==> src/rtl/mem_arb_pkg.sv <==
// Shared types for the memory port arbiter: FSM states, requester IDs and requester count.
// Requester IDs double as bit positions in the request and grant vectors.
package mem_arb_pkg;

    localparam int MEM_ARB_NREQ = 3;

    typedef enum logic [1:0] {
        IDLE    = 2'd0,
        GRANT   = 2'd1,
        RELEASE = 2'd2
    } arb_state_e;

    typedef enum logic [1:0] {
        REQ_IF    = 2'd0,
        REQ_LSU_R = 2'd1,
        REQ_LSU_W = 2'd2
    } arb_req_e;

    function automatic arb_req_e gnt_to_id(input logic [MEM_ARB_NREQ-1:0] gnt);
        if (gnt[REQ_LSU_W]) begin
            return REQ_LSU_W;
        end
        if (gnt[REQ_LSU_R]) begin
            return REQ_LSU_R;
        end
        return REQ_IF;
    endfunction

endpackage

==> src/rtl/mem_arb_pick.sv <==
// Combinational picker: turns the request vector into a one-hot grant, zero latency, no backpressure.
// Fixed priority LSU write > LSU read > fetch, or round-robin after the last grant with MEM_ARB_ROUND_ROBIN_EN.
module mem_arb_pick
    import mem_arb_pkg::*;
(
    input  logic [MEM_ARB_NREQ-1:0] i_req,
`ifdef MEM_ARB_ROUND_ROBIN_EN
    input  arb_req_e                i_last,
`endif
    output logic [MEM_ARB_NREQ-1:0] o_gnt
);

    always_comb begin
        o_gnt = '0;
`ifdef MEM_ARB_ROUND_ROBIN_EN
        // Search starts at the requester after the one granted last, wrapping fetch -> LSU read -> LSU write.
        case (i_last)
            REQ_IF: begin
                if (i_req[REQ_LSU_R])      o_gnt = 3'b010;
                else if (i_req[REQ_LSU_W]) o_gnt = 3'b100;
                else if (i_req[REQ_IF])    o_gnt = 3'b001;
            end
            REQ_LSU_R: begin
                if (i_req[REQ_LSU_W])      o_gnt = 3'b100;
                else if (i_req[REQ_IF])    o_gnt = 3'b001;
                else if (i_req[REQ_LSU_R]) o_gnt = 3'b010;
            end
            default: begin
                if (i_req[REQ_IF])         o_gnt = 3'b001;
                else if (i_req[REQ_LSU_R]) o_gnt = 3'b010;
                else if (i_req[REQ_LSU_W]) o_gnt = 3'b100;
            end
        endcase
`else
        if (i_req[REQ_LSU_W])      o_gnt = 3'b100;
        else if (i_req[REQ_LSU_R]) o_gnt = 3'b010;
        else if (i_req[REQ_IF])    o_gnt = 3'b001;
`endif
    end

endmodule

==> src/rtl/mem_port_arbiter.sv <==
// Shares one memory port among fetch read, LSU read and LSU write; 3 cycles request-to-ack at zero wait.
// Level requests stall until acked; watchdog aborts after TIMEOUT cycles; MEM_ARB_ROUND_ROBIN_EN selects round-robin.
module mem_port_arbiter
    import mem_arb_pkg::*;
#(
    parameter int AW      = 32,
    parameter int DW      = 32,
    parameter int TIMEOUT = 64
) (
    input  logic            i_clk,
    input  logic            i_rst,
    input  logic            i_clk_en,
    input  logic            i_if_read,
    input  logic [AW-1:0]   i_if_addr,
    output logic [DW-1:0]   o_if_data,
    output logic            o_if_ack,
    input  logic            i_lsu_read,
    input  logic [AW-1:0]   i_r_lsu_addr,
    output logic [DW-1:0]   o_r_lsu_data,
    output logic            o_lsu_r_ack,
    input  logic            i_lsu_write,
    input  logic [AW-1:0]   i_w_lsu_addr,
    input  logic [DW/8-1:0] i_w_lsu_byte_en,
    input  logic [DW-1:0]   i_w_lsu_data,
    output logic            o_lsu_w_ack,
    output logic            o_err,
    output logic            o_mem_req,
    output logic            o_mem_we,
    output logic [AW-1:0]   o_mem_addr,
    output logic [DW/8-1:0] o_mem_byte_en,
    output logic [DW-1:0]   o_mem_wdata,
    input  logic [DW-1:0]   i_mem_rdata,
    input  logic            i_mem_ack
);

    localparam int BW = DW / 8;
    localparam int CW = (TIMEOUT > 2) ? $clog2(TIMEOUT) : 1;
    localparam logic [CW-1:0] CNT_LAST = CW'((TIMEOUT > 0) ? TIMEOUT - 1 : 0);

    arb_state_e              r_state;
    arb_state_e              w_next;
    logic [MEM_ARB_NREQ-1:0] w_req;
    logic [MEM_ARB_NREQ-1:0] w_gnt;
    logic [MEM_ARB_NREQ-1:0] r_sel;
    logic [AW-1:0]           r_addr;
    logic [BW-1:0]           r_be;
    logic [DW-1:0]           r_wdata;
    logic                    r_we;
    logic [CW-1:0]           r_cnt;
    logic                    w_start;
    logic                    w_done;
    logic                    w_expire;
    logic                    r_if_ack;
    logic                    r_lsu_r_ack;
    logic                    r_lsu_w_ack;
    logic                    r_err;
    logic [DW-1:0]           r_if_data;
    logic [DW-1:0]           r_lsu_data;

    assign w_req = {i_lsu_write, i_lsu_read, i_if_read};

`ifdef MEM_ARB_ROUND_ROBIN_EN
    arb_req_e r_last;

    // Resetting to LSU write makes fetch the first candidate after reset.
    always_ff @(posedge i_clk or posedge i_rst) begin
        if (i_rst) begin
            r_last <= REQ_LSU_W;
        end else if (i_clk_en && w_start) begin
            r_last <= gnt_to_id(w_gnt);
        end
    end

    mem_arb_pick u_pick (
        .i_req  (w_req),
        .i_last (r_last),
        .o_gnt  (w_gnt)
    );
`else
    mem_arb_pick u_pick (
        .i_req  (w_req),
        .o_gnt  (w_gnt)
    );
`endif

    // FSM state register
    always_ff @(posedge i_clk or posedge i_rst) begin
        if (i_rst) begin
            r_state <= IDLE;
        end else if (i_clk_en) begin
            r_state <= w_next;
        end
    end

    // FSM next state
    always_comb begin
        w_next = r_state;
        case (r_state)
            IDLE:    if (|w_req) w_next = GRANT;
            GRANT:   if (w_done || w_expire) w_next = RELEASE;
            RELEASE: w_next = IDLE;
            default: w_next = IDLE;
        endcase
    end

    // FSM outputs and transaction events; an ack in the expiry cycle wins over the abort.
    always_comb begin
        w_start   = (r_state == IDLE) && (|w_req);
        w_done    = (r_state == GRANT) && i_mem_ack;
        w_expire  = (r_state == GRANT) && !i_mem_ack && (TIMEOUT != 0) && (r_cnt == CNT_LAST);
        o_mem_req = (r_state == GRANT);
    end

    always_ff @(posedge i_clk or posedge i_rst) begin
        if (i_rst) begin
            r_sel   <= '0;
            r_we    <= 1'b0;
            r_addr  <= '0;
            r_be    <= '0;
            r_wdata <= '0;
        end else if (i_clk_en && w_start) begin
            r_sel <= w_gnt;
            r_we  <= w_gnt[REQ_LSU_W];
            if (w_gnt[REQ_LSU_W]) begin
                r_addr  <= i_w_lsu_addr;
                r_be    <= i_w_lsu_byte_en;
                r_wdata <= i_w_lsu_data;
            end else begin
                r_addr  <= w_gnt[REQ_LSU_R] ? i_r_lsu_addr : i_if_addr;
                r_be    <= '1;
                r_wdata <= '0;
            end
        end
    end

    always_ff @(posedge i_clk or posedge i_rst) begin
        if (i_rst) begin
            r_cnt <= '0;
        end else if (i_clk_en) begin
            if (w_start) begin
                r_cnt <= '0;
            end else if (r_state == GRANT) begin
                r_cnt <= r_cnt + CW'(1);
            end
        end
    end

    // Acks live for exactly one enabled cycle; read data is held until the next read by the same requester.
    always_ff @(posedge i_clk or posedge i_rst) begin
        if (i_rst) begin
            r_if_ack    <= 1'b0;
            r_lsu_r_ack <= 1'b0;
            r_lsu_w_ack <= 1'b0;
            r_err       <= 1'b0;
            r_if_data   <= '0;
            r_lsu_data  <= '0;
        end else if (i_clk_en) begin
            r_if_ack    <= 1'b0;
            r_lsu_r_ack <= 1'b0;
            r_lsu_w_ack <= 1'b0;
            r_err       <= 1'b0;
            if (w_done || w_expire) begin
                r_if_ack    <= r_sel[REQ_IF];
                r_lsu_r_ack <= r_sel[REQ_LSU_R];
                r_lsu_w_ack <= r_sel[REQ_LSU_W];
                r_err       <= w_expire;
                if (r_sel[REQ_IF]) begin
                    r_if_data <= w_expire ? '0 : i_mem_rdata;
                end
                if (r_sel[REQ_LSU_R]) begin
                    r_lsu_data <= w_expire ? '0 : i_mem_rdata;
                end
            end
        end
    end

    assign o_mem_we      = r_we;
    assign o_mem_addr    = r_addr;
    assign o_mem_byte_en = r_be;
    assign o_mem_wdata   = r_wdata;
    assign o_if_ack      = r_if_ack;
    assign o_lsu_r_ack   = r_lsu_r_ack;
    assign o_lsu_w_ack   = r_lsu_w_ack;
    assign o_err         = r_err;
    assign o_if_data     = r_if_data;
    assign o_r_lsu_data  = r_lsu_data;

endmodule

==> config.mk <==
export PLATFORM = sky130hd
export DESIGN_NAME = mem_port_arbiter
export DESIGN_NICKNAME = d
export VERILOG_FILES = /design/src/rtl/mem_arb_pkg.sv /design/src/rtl/mem_arb_pick.sv /design/src/rtl/mem_port_arbiter.sv
export SDC_FILE = /design/constraint.sdc
export NUM_CORES = 1
export LEC_CHECK = 0
export CAP_MARGIN = 20
export CORE_ASPECT_RATIO = 0.6
export CORE_UTILIZATION = 43
export DETAILED_ROUTE_END_ITERATION = 8
export PLACE_DENSITY = 0.89
export SLEW_MARGIN = 10
export SYNTH_ARGS = -nofsm -noshare
export SYNTH_HDL_FRONTEND = slang
export SYNTH_SLANG_ARGS = --single-unit
==> constraint.sdc <==
create_clock -name i_clk -period 6.9 [get_ports i_clk]
set_input_delay 1.38 -clock i_clk [delete_from_list [all_inputs] [get_ports i_clk]]
set_output_delay 1.38 -clock i_clk [all_outputs]
set_load 0.02 [all_outputs]
==> flow_summary_export.csv <==
group,metric,value,unit
logic_synthesis,synth-edff-count,0,
critical_path,r2r_cells,5,
drt,drc,0,
floorplan,rows,36,
critical_path,cp_data_required_time,7.18,ns
logic_synthesis,synthesis.area,7310,µm²
floorplan,initial_core_util,44.5,%
logic_synthesis,ys_seq_elements,147,
power_and_ir_drop,total_power,3.78,mW
placement,gp_congestion,0.805,
cts,path_clk_slew,0.06,ns
drt,drt_iter0_drc,280,
timing,slew_violations,0,
timing,setup_viol,0,
drt,antenna_left,0,
drt,routed_wl,20800,µm
global_routing,grt_max_degree,105,
timing,tightest_slew,0.980,ns
global_routing,grt_pass1_wl,31700,µm
power_and_ir_drop,power_density,342,nW/µm²
critical_path,slowest_stage,"nor2_8",
placement,place_ws,2.52,ns
cts,cts_buffers,17,
drt,drtPass1Iterations,4,
status,status,"finished clean",
global_routing,grt_pass1_vias,5959,
logic_synthesis,seq_area_frac_synth,50.3,%
cts,h-tree-depth,4,
finish,fin_util,67.2,%
critical_path,timing.rr.end,"r_state[1]",
critical_path,critPathMaxFanout,43,
drt,routedWlPerCell,17.8,µm
floorplan,io_pins,309,
critical_path,startpoint,"i_clk_en",
critical_path,critPathKind,"in2reg",
cts,clk_latency,0.41,ns
hold_path,min_path_type,"reg2reg",
placement,port_buffers,308,
finish,area_growth_syn_to_layout,51.2,%
logic_synthesis,syn_avg_cell_area,11.4,µm²
global_routing,grtUsageTotal,23.6,%
timing,min_period_over_period,50.5,%
critical_path,arrival,3.77,ns
cts,clk_path_buf_depth,2,
logic_synthesis,syn-num-nets,815,
global_routing,antenna_found_initial,0,
cts,cts_tree,"yes",
finish,drive_gt1_share,15.4,%
critical_path,r2r_slack,4.56,ns
cts,cts_hold_buf,0,
timing,maxClockFrequency,287,MHz
cts,cts_sinks,147,
timing,finalCriticalPeriod,3.49,ns
logic_synthesis,ys_warn_count,0,
floorplan,die_height,103,µm
finish,final_cells,1171,
finish,diodes,0,
floorplan,die_area,17500,µm²
timing,fin_ws,3.41,ns
critical_path,worst_setup_path_start_kind,"primary input",
critical_path,end_kind,"flip-flop",
placement,dp.cells,1138,
timing,slew_headroom,34.7,%
power_and_ir_drop,leakagePower,4.44,nW
logic_synthesis,synthesis.instances,643,
drt,drt-vias-per-instance,5.11,
critical_path,crit_chain,"clkdlybuf4s50_1 > or3b_1 > nor2_8 > mux2_2",
logic_synthesis,synthFlopType,"dfrtp_1",
placement,place.detailed.hpwl,14700,µm
cts,cts-root-buf,"clkbuf_16",
logic_synthesis,async_reset_ff_share,100,%
critical_path,timing.rr.start,"r_cnt[0]",
logic_synthesis,ys_types,40,
run,cap_violations,0,
floorplan,die_w,170,µm
timing,rsz0062_at_grt,"false",
critical_path,slowest_delay,0.75,ns
power_and_ir_drop,ir_drop,0.222,mV
drt,vias,5982,
floorplan,coreArea,16400,µm²
cts,cts_resized,0,
critical_path,endpoint,"o_mem_addr[29]",
global_routing,gr-total-overflow,0,
timing,finalHoldViolations,0,
timing,fin_skew,0.0147,ns
cts,cts_setup_buffers,0,
timing,tns,0,ns
finish,final_nets,1102,
-- synthesized netlist by cell type (4+ instances only) --
cell       instances  area [µm²]
nor2_1             5        18.8
and2_1            33         206
mux2i_1           32         320
dfrtp_1          147        3680
nand3b_1           5        37.5
o2bb2ai_1          4        35.0
o21ai_0           64         320
clkbuf_1          23        86.3
o21a_1             4        30.0
nand3_1           34         170
mux2_2            67         754
mux2_4            30         450
a21oi_1            5        25.0
inv_1              5        18.8
buf_2             18        90.1
a21o_1            64         480
nand2_1           67         251
-- per-layer routing --
metal / track usage (%) / up-vias / wire length (µm)
met5: 0 / - / 0
met4: 5.54 / 0 / 138
met3: 7.22 / 14 / 1600
met2: 39.9 / 187 / 10000
met1: 29.8 / 2934 / 9080
li1: - / 2847 / -
-- cell usage in the layout (no fill, tap or decap), types with 2 or more instances in the layout --
cell / n
clkdlybuf4s50_1: 306
dfrtp_1: 147
mux2_2: 67
nand2_1: 67
a21o_1: 64
o21ai_0: 64
nand3_1: 34
and2_1: 33
mux2i_1: 32
mux2_4: 30
clkbuf_16: 17
buf_4: 9
inv_6: 8
nor2_1: 5
nand3b_1: 5
clkinvlp_4: 5
inv_1: 4
a21oi_1: 4
o21a_1: 4
o2bb2ai_1: 4
and4b_1: 2
xnor2_1: 2
or3_1: 2
nand4b_1: 2
o31ai_1: 2
or4_1: 2
o21ai_1: 2
buf_8: 2
-- worst min path at each step --
stage	endpoint	slack, ns	start	cells past startpoint
final	o_mem_wdata[9]	0.48	o_mem_wdata[9]	2
after global routing	o_mem_wdata[9]	0.51	o_mem_wdata[9]	2
after CTS	o_mem_wdata[9]	0.48	o_mem_wdata[9]	2
after detailed placement	o_mem_wdata[9]	0.47	o_mem_wdata[9]	2
after global placement	o_mem_wdata[9]	0.47	o_mem_wdata[9]	2
after floorplan	r_sel[1]	0.46	r_sel[1]	2
-- worst max-delay path, delay by kind of cell --
kind | cells | cell delay (ns)
buf+inv | 1 | 0.66
simple gates | 2 | 1.28
mux | 1 | 0.42
-- through the flow --
stage / hold slack [ns] / area (µm²)
5_1_grt: 0.509 / 11100
2_1_floorplan: 0.459 / 7310
6_report: 0.480 / 11100
4_1_cts: 0.482 / 11000
3_3_place_gp: 0.465 / 10500
3_5_place_dp: 0.469 / 10500
-- registers in the layout (all words and copies together) (netlist names), 2 cells and up --
register / cells
o_mem_byte_en: 4
o_r_lsu_data: 32
o_mem_wdata: 32
r_sel: 3
r_state: 2
o_if_data: 32
o_mem_addr: 32
r_cnt: 6
-- power by group --
part | internal, mW | total, mW | switching, mW
Sequential | 1.12 | 1.30 | 0.174
Clock | 0.470 | 0.858 | 0.388
Combinational | 0.868 | 1.63 | 0.761
-- logic make-up after synthesis --
family | after synthesis | share of synthesized area, %
simple gates | 161 | 11.5
compound gates | 148 | 12.9
flops | 147 | 50.3
mux | 129 | 20.9
buf+inv | 55 | 4.01
xor+xnor | 2 | 0.240
fa+ha+maj | 1 | 0.171
-- final cells by class --
type	instances	area (µm²)
clock buffers	18	429
clock inverters	14	115
fillers	1240	5390
inverters	5	23.8
multi-input cells	441	3350
flip-flops and latches	147	3680
well taps	228	285
repair buffers	318	3170
Power figures use the tool's default switching activity.
